`config.mk`:
```
export PLATFORM = sky130hd
export DESIGN_NAME = step_pulse_shaper
export DESIGN_NICKNAME = d
export VERILOG_FILES = /design/src/rtl/step_pulse_shaper.sv
export SDC_FILE = /design/constraint.sdc
export NUM_CORES = 1
export LEC_CHECK = 0
export ABC_AREA = 1
export BUFFER_PORTS_ARGS = -buffer_cell sky130_fd_sc_hd__buf_2
export CORE_AREA = 4 4 129 192
export DETAILED_ROUTE_END_ITERATION = 6
export DIE_AREA = 0 0 133 196
export PLACE_DENSITY = 0.73
export REMOVE_ABC_BUFFERS = 1
export SYNTH_ARGS = -nofsm -noshare
export SYNTH_HDL_FRONTEND = slang
export SYNTH_SLANG_ARGS = --single-unit
```
`constraint.sdc`:
```
create_clock -name CLK -period 7.6 [get_ports CLK]
set_input_delay 1.52 -clock CLK [delete_from_list [all_inputs] [get_ports CLK]]
set_output_delay 1.52 -clock CLK [all_outputs]
set_load 0.05 [all_outputs]
```
`src/rtl/step_pulse_shaper.sv`:
```
// step_pulse_shaper
//
// Sits between the DDA step generator and the STEPOUTPUT/DIROUTPUT pins.
// Each rising edge of the DDA step level is queued in a small direction
// FIFO. The FIFO is then replayed as step pulses with programmable high
// and low widths. A programmable setup time is inserted before any pulse
// whose direction differs from the previous one. A signed position counter
// tracks every emitted step.
//
// Ports
//   CLK                system clock
//   resetn             synchronous, active-low reset
//   step_req           DDA step level; each 0->1 transition is one request
//   dir_in             direction of the request, sampled with the edge
//   enable             low: no new pulse is started (FIFO retained)
//   config_pulse_high  step_out high time in CLK cycles (0 behaves as 1)
//   config_pulse_low   minimum step_out low time in CLK cycles (0 as 1)
//   config_dir_setup   dir_out-to-step_out setup in CLK cycles (0 as 1)
//   clear_overflow     clears the sticky overflow flag
//   step_out           shaped step pulse
//   dir_out            registered direction
//   busy               FSM not idle or FIFO not empty
//   overflow           sticky: a step request was dropped on a full FIFO
//   position           two's-complement count of emitted steps
module step_pulse_shaper #(
    parameter int FIFO_BITS = 4,
    parameter int TIME_BITS = 16,
    parameter int POS_BITS  = 64
) (
    input  logic                 CLK,
    input  logic                 resetn,
    input  logic                 step_req,
    input  logic                 dir_in,
    input  logic                 enable,
    input  logic [TIME_BITS-1:0] config_pulse_high,
    input  logic [TIME_BITS-1:0] config_pulse_low,
    input  logic [TIME_BITS-1:0] config_dir_setup,
    input  logic                 clear_overflow,
    output logic                 step_out,
    output logic                 dir_out,
    output logic                 busy,
    output logic                 overflow,
    output logic [POS_BITS-1:0]  position
);

    localparam int DEPTH = 1 << FIFO_BITS;

    localparam logic [TIME_BITS-1:0] CNT_ONE = TIME_BITS'(1);
    localparam logic [FIFO_BITS:0]   PTR_ONE = (FIFO_BITS + 1)'(1);
    localparam logic [POS_BITS-1:0]  POS_ONE = POS_BITS'(1);

    typedef enum logic [1:0] {
        S_IDLE,
        S_SETUP,
        S_HIGH,
        S_LOW
    } state_e;

    state_e               state_q, state_d;
    logic [TIME_BITS-1:0] cnt_q, cnt_d;
    logic                 step_out_q, step_out_d;
    logic                 dir_out_q, dir_out_d;
    logic                 overflow_q, overflow_d;
    logic [POS_BITS-1:0]  position_q, position_d;
    logic                 step_req_q, step_req_d;
    logic [FIFO_BITS:0]   wr_ptr_q, wr_ptr_d;
    logic [FIFO_BITS:0]   rd_ptr_q, rd_ptr_d;
    logic                 fifo_mem_q [DEPTH];

    logic req_edge;
    logic fifo_empty;
    logic fifo_full;
    logic fifo_head;
    logic pop;
    logic push;
    logic drop;
    logic start_pulse;

    // A state lasts max(n,1) cycles: the counter is loaded with n-1 on entry
    // and the state exits in the cycle it reads zero.
    function automatic logic [TIME_BITS-1:0] load_count(input logic [TIME_BITS-1:0] n);
        return (n == '0) ? '0 : n - CNT_ONE;
    endfunction

    // ---------------------------------------------------------------
    // Edge detect and FIFO control
    // ---------------------------------------------------------------
    always_comb begin
        step_req_d = step_req;
        req_edge   = step_req & ~step_req_q;

        // The extra pointer MSB separates full from empty when the
        // index bits match.
        fifo_empty = (wr_ptr_q == rd_ptr_q);
        fifo_full  = (wr_ptr_q[FIFO_BITS] != rd_ptr_q[FIFO_BITS]) &&
                     (wr_ptr_q[FIFO_BITS-1:0] == rd_ptr_q[FIFO_BITS-1:0]);
        fifo_head  = fifo_mem_q[rd_ptr_q[FIFO_BITS-1:0]];

        pop  = (state_q == S_IDLE) && !fifo_empty && enable;
        // A pop in the same cycle frees the slot, so a full FIFO still
        // accepts the push.
        push = req_edge && (!fifo_full || pop);
        drop = req_edge && fifo_full && !pop;

        wr_ptr_d = push ? wr_ptr_q + PTR_ONE : wr_ptr_q;
        rd_ptr_d = pop  ? rd_ptr_q + PTR_ONE : rd_ptr_q;

        // A drop outranks a clear arriving in the same cycle.
        overflow_d = overflow_q;
        if (clear_overflow) overflow_d = 1'b0;
        if (drop)           overflow_d = 1'b1;
    end

    // ---------------------------------------------------------------
    // Pulse FSM: next state and outputs
    // ---------------------------------------------------------------
    // NOTE: every signal written here gets a default first, so no path
    // leaves one unassigned and no latch is inferred.
    always_comb begin
        state_d     = state_q;
        cnt_d       = cnt_q;
        step_out_d  = step_out_q;
        dir_out_d   = dir_out_q;
        position_d  = position_q;
        start_pulse = 1'b0;

        unique case (state_q)
            S_IDLE: begin
                if (pop) begin
                    if (fifo_head != dir_out_q) begin
                        dir_out_d = fifo_head;
                        state_d   = S_SETUP;
                        cnt_d     = load_count(config_dir_setup);
                    end else begin
                        start_pulse = 1'b1;
                    end
                end
            end
            S_SETUP: begin
                if (cnt_q == '0) start_pulse = 1'b1;
                else             cnt_d = cnt_q - CNT_ONE;
            end
            S_HIGH: begin
                if (cnt_q == '0) begin
                    step_out_d = 1'b0;
                    state_d    = S_LOW;
                    cnt_d      = load_count(config_pulse_low);
                end else begin
                    cnt_d = cnt_q - CNT_ONE;
                end
            end
            S_LOW: begin
                if (cnt_q == '0) state_d = S_IDLE;
                else             cnt_d = cnt_q - CNT_ONE;
            end
            default: state_d = S_IDLE;
        endcase

        // Pulse start is shared by the same-direction IDLE pop and the end
        // of SETUP; the position counts with the direction now being driven.
        if (start_pulse) begin
            step_out_d = 1'b1;
            state_d    = S_HIGH;
            cnt_d      = load_count(config_pulse_high);
            position_d = dir_out_d ? position_q + POS_ONE : position_q - POS_ONE;
        end
    end

    // ---------------------------------------------------------------
    // State registers
    // ---------------------------------------------------------------
    // NOTE: sequential state uses non-blocking assignments so every flop
    // samples the pre-edge values regardless of statement order.
    always_ff @(posedge CLK) begin
        if (!resetn) begin
            state_q    <= S_IDLE;
            cnt_q      <= '0;
            step_out_q <= 1'b0;
            dir_out_q  <= 1'b0;
            overflow_q <= 1'b0;
            position_q <= '0;
            // Starts high so a level already asserted at release is ignored.
            step_req_q <= 1'b1;
            wr_ptr_q   <= '0;
            rd_ptr_q   <= '0;
        end else begin
            state_q    <= state_d;
            cnt_q      <= cnt_d;
            step_out_q <= step_out_d;
            dir_out_q  <= dir_out_d;
            overflow_q <= overflow_d;
            position_q <= position_d;
            step_req_q <= step_req_d;
            wr_ptr_q   <= wr_ptr_d;
            rd_ptr_q   <= rd_ptr_d;
        end
    end

    // NOTE: the FIFO storage has no reset; resetting the pointers empties
    // it, and stale entries are never read before being rewritten.
    always_ff @(posedge CLK) begin
        if (push) fifo_mem_q[wr_ptr_q[FIFO_BITS-1:0]] <= dir_in;
    end

    assign step_out = step_out_q;
    assign dir_out  = dir_out_q;
    assign overflow = overflow_q;
    assign position = position_q;
    assign busy     = (state_q != S_IDLE) || !fifo_empty;

endmodule

```
==> metrics.yaml <==
status:
  status: "finished clean"
clock_tree:
  cts_inserted_buffers: 17
  cts_root_buf: "clkbuf_16"
  clk_path_buf_depth: 2
  clock_latency_ps: 450
  htree_levels: 4
  cts_tree: "built"
  cts_hold_buf: 0
  clk_pin_slew_worst_paths_ps: 70
  cts.sinks: 116
  post_cts_buffers: 0
  cts_resized: 0
detailed_routing:
  drt_wl_total_um: 43600
  drt_iter0_drc: 829
  firstDrtPassIters: 5
  num_vias: 13200
  vias_per_cell: 5.52
  drcViolationCount: 0
  final_antenna_net_count: 0
  wire_per_inst_um: 18.2
grt:
  grt_antenna_before_repair: 0
  grt_pass1_wl_um: 68200
  grt_usage_pct: 33.1
  grt_overflow_total: 0
  grt_pass1_vias: 13000
  grt_max_degree: 100
cells_and_area:
  nets: 2131
  antenna_cells: 0
  layout-drive-gt1-share_pct: 11.1
  synthToLayoutAreaGrowth_pct: 11.7
  final_cell_mix: "575 x nand2_1, 312 x inv_1, 236 x nor2_1"
  num-fill-cells: 2447
  final_common_cell: "nand2_1"
placed_design:
  numPortBuffers: 121
  dp_hpwl_um: 34600
  gp_congestion: 1.09
sta:
  min_period_over_period_pct: 64.8
  hold_viol: 0
  hold_slack_ps: 474
  slew_viol_final: 0
  finalClockSkew_ps: 14.0
  relSlewSlack_pct: 22.2
  fin_tns_setup_ps: 0
  period_minus_slack_ps: 4930
  setup_viol: 0
  rsz0062_at_grt: "false"
  fmaxAchievable_mhz: 203
  worst_slew_pin_slew_ps: 1160
synth:
  synth_edf_count: 16
  netlist_area_um2: 11400
  ys_seq_elements: 116
  synth_area_leader_cell: "nand2_1"
  yosysSeqAreaShare_pct: 21.8
  synth.avg_cell_area_um2: 5.76
  yosys-top-cells-area: "nand2_1 19%, dfxtp_1 18%, inv_1 10%"
  async_flop_share_pct: 0
  yosys_warnings: 0
  synth_ff_type: "dfxtp_1"
  synth_cell_types: 51
  synthCells: 1979
  synth.top_cell.area_share_pct: 19.0
die:
  num_io_pins: 122
  die-area_um2: 26100
  rows: 68
  core_um2: 23100
  start_util_pct: 49.4
  die_h_um: 196
  die_x_um: 133
worst_setup_path:
  path_max_fanout: 49
  startpoint: "enable"
  cp.arrival_ps: 5280
  startpoint_type: "primary input"
  cp.required_ps: 7950
  end_kind: "flip-flop"
  crit_type: "primary input to flip-flop"
  r2r-start: "wr_ptr_q[1]"
min_path:
  min_path_type: "flip-flop to flip-flop"
  holdCritStartpoint: "overflow"
run:
  maxCapViolCount: 0
[layout make-up]
type	count	area, µm²	area share (%)
Tap cell	315	394	3.10
Timing Repair Buffer	127	663	5.21
Inverter	332	1250	9.81
Clock buffer	18	439	3.45
Clock inverter	14	143	1.12
Multi-Input combinational cell	1472	7360	57.8
Sequential cell	116	2480	19.5
[synth_stat cells, drive strengths merged (2+ instances only)]
cell	count
a2111oi	2
a211oi	2
a21oi	63
a31oi	4
and2	8
buf	30
clkbuf	29
clkinv	2
dfxtp	100
edfxtp	16
ha	11
inv	330
nand2	594
nand3	142
nand3b	16
nand4	20
nor2	260
nor3	22
nor4	6
o211ai	23
o21ai	110
o21bai	6
o221ai	4
o22ai	9
o311ai	2
o31ai	3
o41ai	58
or2	5
or3	2
xnor2	42
xor2	52
[metrics by stage]
| step | util, % | cell area, µm² | std cells | setup slack (ps) |
|---|---|---|---|---|
| final | 55.2 | 12700 | 2394 | 2670 |
| after global routing | 55.2 | 12700 | 2394 | 2400 |
| after CTS | 55.2 | 12700 | 2394 | 2780 |
| after detailed placement | 52.7 | 12100 | 2362 | 2330 |
| after global placement | 52.7 | 12100 | 2362 | 2350 |
| after floorplan | - | 11100 | 1920 | 2860 |
[worst max-delay path, cell delays in order]
cell,delay [ps]
buf_2,110
nand2_1,60
nor2_2,240
nand2_8,160
nand2_4,450
inv_2,480
buf_12,330
nand2_1,90
nand2_1,110
nor2_2,340
nand2_1,220
nor2_2,220
inv_2,40
nor2_1,80
nand2_1,60
nand2_1,230
nand2_1,140
nand3_1,110
nand3_1,70
nand2_1,100
inv_1,40
[flip-flops by register name, indices dropped and copies added, names as in the netlist, named ones only]
| register | cells |
|---|---|
| fifo_mem_q | 16 |
| position | 64 |
| cnt_q | 16 |
| wr_ptr_q | 5 |
| step_req_q | 1 |
| state_q | 2 |
| dir_out | 1 |
| rd_ptr_q | 5 |
| step_out | 1 |
| overflow | 1 |
[per-layer routing]
metal | part of all wire [%] | wire [µm] | GRT usage [%]
met1 | 34 | 15000 | 32.4
met5 | 0 | 0 | 0
met2 | 51 | 22400 | 60.9
met3 | 5.5 | 2410 | 5.00
met4 | 8.7 | 3810 | 26.8
[cells by family after synthesis]
kind of cell / after synthesis / synth area share [%]
compound gates: 291 / 16.1
xor+xnor: 94 / 7.22
fa+ha+maj: 11 / 1.21
buf+inv: 391 / 13.7
flops: 116 / 21.8
simple gates: 1076 / 40.0
[path summary, 6_finish.rpt]
check | cells past startpoint | slack [ps] | end
min | 2 | 470 | overflow
max | 21 | 2670 | position[57]
min reg2reg | 2 | 470 | overflow
max reg2reg | 24 | 2910 | position[57]
Power is left out: the tool's default activity adds up to more than one toggle a clock period on the data nets, which glitch-free logic cannot reach.
